[config.mk]
export PLATFORM = sky130hd
export DESIGN_NAME = rr_grant_arbiter
export DESIGN_NICKNAME = d
export VERILOG_FILES = /design/src/rtl/rr_grant_arbiter_pkg.sv /design/src/rtl/rr_grant_arbiter_ffs_oh.sv /design/src/rtl/rr_grant_arbiter.sv
export SDC_FILE = /design/constraint.sdc
export NUM_CORES = 1
export LEC_CHECK = 0
export ABC_AREA = 1
export CORE_AREA = 2 2 39 41
export DETAILED_ROUTE_END_ITERATION = 10
export DIE_AREA = 0 0 41 43
export GPL_TIMING_DRIVEN = 1
export HOLD_SLACK_MARGIN = 0.15
export PLACE_DENSITY = 0.68
export SYNTH_ARGS = -nofsm -noshare
export SYNTH_HDL_FRONTEND = slang
export SYNTH_HIERARCHICAL = 1
export SYNTH_SLANG_ARGS = --single-unit
[constraint.sdc]
create_clock -name clk -period 1.7 [get_ports clk]
set_input_delay 0.51 -clock clk [delete_from_list [all_inputs] [get_ports clk]]
set_output_delay 0.51 -clock clk [all_outputs]
set_load 0.01 [all_outputs]
[src/rtl/rr_grant_arbiter_pkg.sv]
`default_nettype none
// ============================================================================
//  Module   : rr_grant_arbiter_pkg
//  Purpose  : Shared definitions for the round-robin grant arbiter:
//             arbiter state encoding and the requester-count upper bound.
//  Ports    : none (package)
//  Revision : 1.0 - initial release
// ============================================================================
package rr_grant_arbiter_pkg;

    // Upper bound on the number of requesters the arbiter supports.
    localparam int unsigned C_N_INPUT_MAX = 64;

    // IDLE: no grant outstanding. GRANT: gnt_o carries a valid one-hot grant.
    typedef enum logic [0:0] {
        ST_IDLE  = 1'b0,
        ST_GRANT = 1'b1
    } arb_state_t;

endpackage : rr_grant_arbiter_pkg
`default_nettype wire

[src/rtl/rr_grant_arbiter_ffs_oh.sv]
`default_nettype none
// ============================================================================
//  Module   : rr_ffs_oh
//  Purpose  : Combinational wrapping find-first-set. Returns, one-hot, the
//             first set bit of i_req at or above the one-hot pointer i_prio,
//             wrapping from bit N_INPUT-1 back to bit 0. Zero if i_req is zero.
//  Ports    : i_req  [N_INPUT-1:0] candidate vector
//             i_prio [N_INPUT-1:0] one-hot priority pointer
//             o_gnt  [N_INPUT-1:0] one-hot winner (or zero)
//  Revision : 1.0 - initial release
// ============================================================================
module rr_ffs_oh #(
    parameter int N_INPUT = 4
) (
    input  logic [N_INPUT-1:0] i_req,
    input  logic [N_INPUT-1:0] i_prio,
    output logic [N_INPUT-1:0] o_gnt
);

    logic [N_INPUT-1:0] w_upper_mask;
    logic [N_INPUT-1:0] w_masked;
    logic [N_INPUT-1:0] w_masked_lsb;
    logic [N_INPUT-1:0] w_req_lsb;

    // prio - 1 sets every bit below the pointer; inverting it keeps the
    // pointer bit and everything above it.
    assign w_upper_mask = ~(i_prio - N_INPUT'(1));
    assign w_masked     = i_req & w_upper_mask;

    // x & -x isolates the lowest set bit.
    assign w_masked_lsb = w_masked & (~w_masked + N_INPUT'(1));
    assign w_req_lsb    = i_req & (~i_req + N_INPUT'(1));

    // Nothing at or above the pointer: wrap and take the lowest request.
    assign o_gnt = (|w_masked) ? w_masked_lsb : w_req_lsb;

endmodule : rr_ffs_oh
`default_nettype wire

[src/rtl/rr_grant_arbiter.sv]
`default_nettype none
// ============================================================================
//  Module   : rr_grant_arbiter
//  Purpose  : Round-robin arbiter with a registered one-hot grant and a
//             valid/ready handshake. One grant per cycle back-to-back; the
//             priority pointer rotates past each accepted winner.
//  Ports    : clk          sole clock, rising edge
//             rstn         synchronous active-low reset
//             req_i        [N_INPUT-1:0] per-requester request
//             gnt_o        [N_INPUT-1:0] registered one-hot grant
//             gnt_valid_o  grant present on gnt_o
//             gnt_ready_i  consumer accepts the grant
//             lock_i       winner asks to keep the grant (RR_ARB_LOCK_EN only)
//  Config   : RR_ARB_LOCK_EN - adds lock_i and grant retention on handshake
//  Revision : 1.0 - initial release
// ============================================================================
module rr_grant_arbiter
    import rr_grant_arbiter_pkg::*;
#(
    parameter int N_INPUT = 4
) (
    input  logic               clk,
    input  logic               rstn,
    input  logic [N_INPUT-1:0] req_i,
    output logic [N_INPUT-1:0] gnt_o,
    output logic               gnt_valid_o,
`ifdef RR_ARB_LOCK_EN
    input  logic               lock_i,
`endif
    input  logic               gnt_ready_i
);

    // Elaboration-time guard on the requester count.
    if ((N_INPUT < 1) || (N_INPUT > C_N_INPUT_MAX)) begin : g_bad_n_input
        $error("rr_grant_arbiter: N_INPUT out of range");
    end

    arb_state_t         r_state;
    logic [N_INPUT-1:0] r_gnt;
    logic [N_INPUT-1:0] r_prio;

    logic [N_INPUT-1:0] w_gnt_rot;
    logic [N_INPUT-1:0] w_arb_req;
    logic [N_INPUT-1:0] w_arb_prio;
    logic [N_INPUT-1:0] w_winner;
    logic               w_in_grant;
    logic               w_hs;
    logic               w_lock_hold;

    // Current grant rotated left by one: the pointer after an acceptance.
    if (N_INPUT == 1) begin : g_rot_single
        assign w_gnt_rot = r_gnt;
    end else begin : g_rot_multi
        assign w_gnt_rot = {r_gnt[N_INPUT-2:0], r_gnt[N_INPUT-1]};
    end

    assign w_in_grant = (r_state == ST_GRANT);
    assign w_hs       = w_in_grant & gnt_ready_i;

`ifdef RR_ARB_LOCK_EN
    // Retention only makes sense while the winner is still requesting.
    assign w_lock_hold = w_hs & lock_i & (|(req_i & r_gnt));
`else
    assign w_lock_hold = 1'b0;
`endif

    // In GRANT the next winner is chosen against the already-rotated pointer
    // and excludes the requester just served; in IDLE the stored pointer is
    // used directly. One search instance serves both cases.
    assign w_arb_req  = w_in_grant ? (req_i & ~r_gnt) : req_i;
    assign w_arb_prio = w_in_grant ? w_gnt_rot : r_prio;

    rr_ffs_oh #(
        .N_INPUT (N_INPUT)
    ) u_ffs (
        .i_req  (w_arb_req),
        .i_prio (w_arb_prio),
        .o_gnt  (w_winner)
    );

    always_ff @(posedge clk) begin
        if (!rstn) begin
            r_state <= ST_IDLE;
            r_gnt   <= '0;
            r_prio  <= N_INPUT'(1);
        end else begin
            case (r_state)
                ST_IDLE: begin
                    if (|req_i) begin
                        r_state <= ST_GRANT;
                        r_gnt   <= w_winner;
                    end
                end
                ST_GRANT: begin
                    // Without a handshake (or under lock) everything holds.
                    if (w_hs && !w_lock_hold) begin
                        r_prio <= w_gnt_rot;
                        if (|w_arb_req) begin
                            r_gnt <= w_winner;
                        end else begin
                            r_state <= ST_IDLE;
                            r_gnt   <= '0;
                        end
                    end
                end
                default: begin
                    r_state <= ST_IDLE;
                    r_gnt   <= '0;
                end
            endcase
        end
    end

    assign gnt_o       = r_gnt;
    assign gnt_valid_o = w_in_grant;

`ifndef SYNTHESIS
    // A granted requester must keep requesting until its grant is accepted.
    a_req_held_until_hs : assert property (@(posedge clk) disable iff (!rstn)
        (w_in_grant && !gnt_ready_i) |-> |(req_i & r_gnt));

    a_gnt_onehot0 : assert property (@(posedge clk) disable iff (!rstn)
        $onehot0(r_gnt));
`endif

endmodule : rr_grant_arbiter
`default_nettype wire

==> impl_metrics.yaml <==
run_status:
  outcome: "finished, final reports clean"
sta:
  grt_setup_unrepaired: "no"
  finalHoldViolCount: 0
  drv_slew: 0
  max_slew_margin: 0.844
  period_share: 0.944
  fin_worst_skew_ns: 0.00383
  tightest_slew_ns: 0.233
  period_needed_ns: 1.61
  max_freq_mhz: 623
  setup_viol: 0
setup_path:
  r2r-end: "gnt_o[0]$_SDFFE_PN0P_"
  setup.worst_path.start_class: "input port"
  crit_path_max_fanout: 4
  ff2ff_path_depth: 14
  cp.arrival_ns: 1.75
  reg2reg_setup_slack_ns: 0.13
  end_kind: "flop"
  worstSetupPathType: "input port to flop"
  cp.required_ns: 1.84
  worst_r2r_startpoint: "gnt_valid_o$_SDFF_PN0_"
yosys:
  synth_cells: 103
  avgSynthCellArea_um2: 5.89
  ys_types: 15
  yosys-top-cells-area: "dfxtp_1, nand2_1, inv_1"
  yosysTopAreaCell: "dfxtp_1"
  synthesis.area_um2: 607
  synth_fp_nets: 111
  ys_warn_count: 6
  yosys_register_bits: 9
  ys_seq_area_frac: 0.297
  netlist.area_leader.share: 0.297
power_and_ir_drop:
  p_total_uw: 656
  ir_drop_mv: 0.617
  power.net_switching_uw: 223
  power.share.combinational: 0.370
  leakagePower_uw: 0.000469
  internal_power_uw: 433
  switching_share: 0.340
  clockPowerShare: 0.248
  power_density_nw_per_um2: 755
  p_seq_frac: 0.382
placement:
  port-buffer-count: 11
  routabilityCongestion: 0.786
  place_hpwl_um: 1170
  dpl_cell_area_um2: 793
grt:
  grtUsageTotal: 0.206
  grt_pass1_vias: 617
  grt_pass1_wl_um: 2460
  antenna_found_initial: 0
  overflow: 0
  grt_max_degree: 10
route:
  met2WireLength_um: 760
  drc_errors: 0
  firstDrtPassIters: 4
  wire_per_inst_um: 10.5
  dr.first_iter.drc_count: 14
  vias: 700
  ant_nets: 0
  top_layer: "met4"
  routed_wl_um: 1510
  wl_met1_um: 671
  route.met3.wl_um: 62
  viasPerCell: 4.90
hold_path:
  min_path_type: "flop to flop"
  min_to: "r_prio[0]$_SDFFE_PN1P_"
  hold_start: "r_prio[0]$_SDFFE_PN1P_"
  hold_depth: 2
floorplanning:
  die_y_um: 43
  die_w_um: 41
  io_pins: 12
  die_area_um2: 1760
  design.core.area_um2: 1380
  rows: 14
  start_util: 0.439
layout:
  final_common_cell: "nand2_1"
  drive_above_1_share: 0.276
  fin_nets: 136
  n_fill_cell: 140
  fin_area_um2: 868
  diodes: 0
  layout_common_cells: "nand2_1, inv_1, nand2_2, nor2_1, buf_4"
  syn_to_final_growth_pct: 43.1
clock_tree:
  htreeDepth: 1
  cts_buffer_depth: 2
  worstSkewPairLatency_ns: 0.26
  cts_made_buffers: 3
  ctsHoldBuffers: 0
  cts_tree: "built"
  cts.clk_slew.worst_paths_ns: 0.06
  cts.sinks: 9
  cts_root_buf: "clkbuf_4"
job:
  cap_violations: 0
==> critical path: stages <==
cell and delay [ns]:
clkdlybuf4s50_1 0.48, nand2_1 0.07, inv_1 0.13, nand2_1 0.07, nand2_1 0.07, inv_2 0.04, nand2_2 0.07, inv_2 0.05
nand3_1 0.06, nand2_1 0.06, nand2_1 0.08, a21oi_2 0.05
==> repair_timing <==
item,CTS,global route
pin swaps,0,5
resized for setup,6,11
endpoints found under the setup margin,5,6
setup buffers,0,1
==> metal layers <==
| layer | GRT usage | vias to the layer above |
|---|---|---|
| li1 | - | 372 |
| met2 | 0.334 | 15 |
| met5 | 0 | - |
| met1 | 0.248 | 311 |
| met4 | 0.100 | 0 |
| met3 | 0.0314 | 2 |
==> state kept, by name, indices dropped and copies added, names as in the netlist <==
name / count
gnt_o: 4
gnt_valid_o: 1
r_prio: 4
==> cells in the mapped netlist (all sizes together) <==
library cell,number
nand3,9
o21ai,8
nand2,40
dfxtp,9
ha,1
nand4,1
inv,15
a21oi,6
buf,1
nor3,1
nor2,12
==> power groups by stage <==
stage	Clock (uW)	Sequential, uW	Combinational (uW)
floorplan	0	252	134
global placement	0	253	220
detailed placement	0	254	222
CTS	167	251	219
global route	185	253	274
finish	163	250	242
==> worst max-delay path by stage <==
stage	start	end	slack, ns	cells past startpoint
3_5_place_dp	req_i[1]	gnt_o[0]$_SDFFE_PN0P_	-0.13	12
5_1_grt	gnt_valid_o$_SDFF_PN0_	gnt_o[1]$_SDFFE_PN0P_	0.02	14
3_3_place_gp	req_i[1]	gnt_o[0]$_SDFFE_PN0P_	-0.10	12
4_1_cts	gnt_o[0]$_SDFFE_PN0P_	gnt_o[0]	0.009	1
2_1_floorplan	gnt_valid_o$_SDFF_PN0_	gnt_o[2]$_SDFFE_PN0P_	0.1	14
6_report	req_i[1]	gnt_o[1]$_SDFFE_PN0P_	0.09	12
==> area by class of cell <==
cell class,count,area (um2),area share
Sequential cell,9,186,0.215
Timing Repair Buffer,21,186,0.215
Multi-Input combinational cell,78,390,0.450
Clock buffer,4,26.3,0.0303
Inverter,15,58.8,0.0677
Tap cell,16,20.0,0.0231
==> logic make-up after synthesis <==
| kind of cell | Yosys count | synth area share |
|---|---|---|
| simple gates | 63 | 0.456 |
| buf+inv | 16 | 0.111 |
| compound gates | 14 | 0.115 |
| flops | 9 | 0.297 |
| fa+ha+maj | 1 | 0.0206 |
==> per-stage QoR <==
step           setup slack [ns]  std cells  setup TNS [ns]   util  hold slack (ns)
6_report                 0.0947        143               0  0.627            0.478
5_1_grt                  0.0163        143               0  0.627            0.520
4_1_cts                 0.00921        142               0  0.592            0.478
3_5_place_dp             -0.131        138          -0.380  0.573            0.461
3_3_place_gp             -0.105        138          -0.332  0.573            0.460
2_1_floorplan            0.0986        103               0      -            0.442
Note: power is estimated with default switching activity, not from simulation.
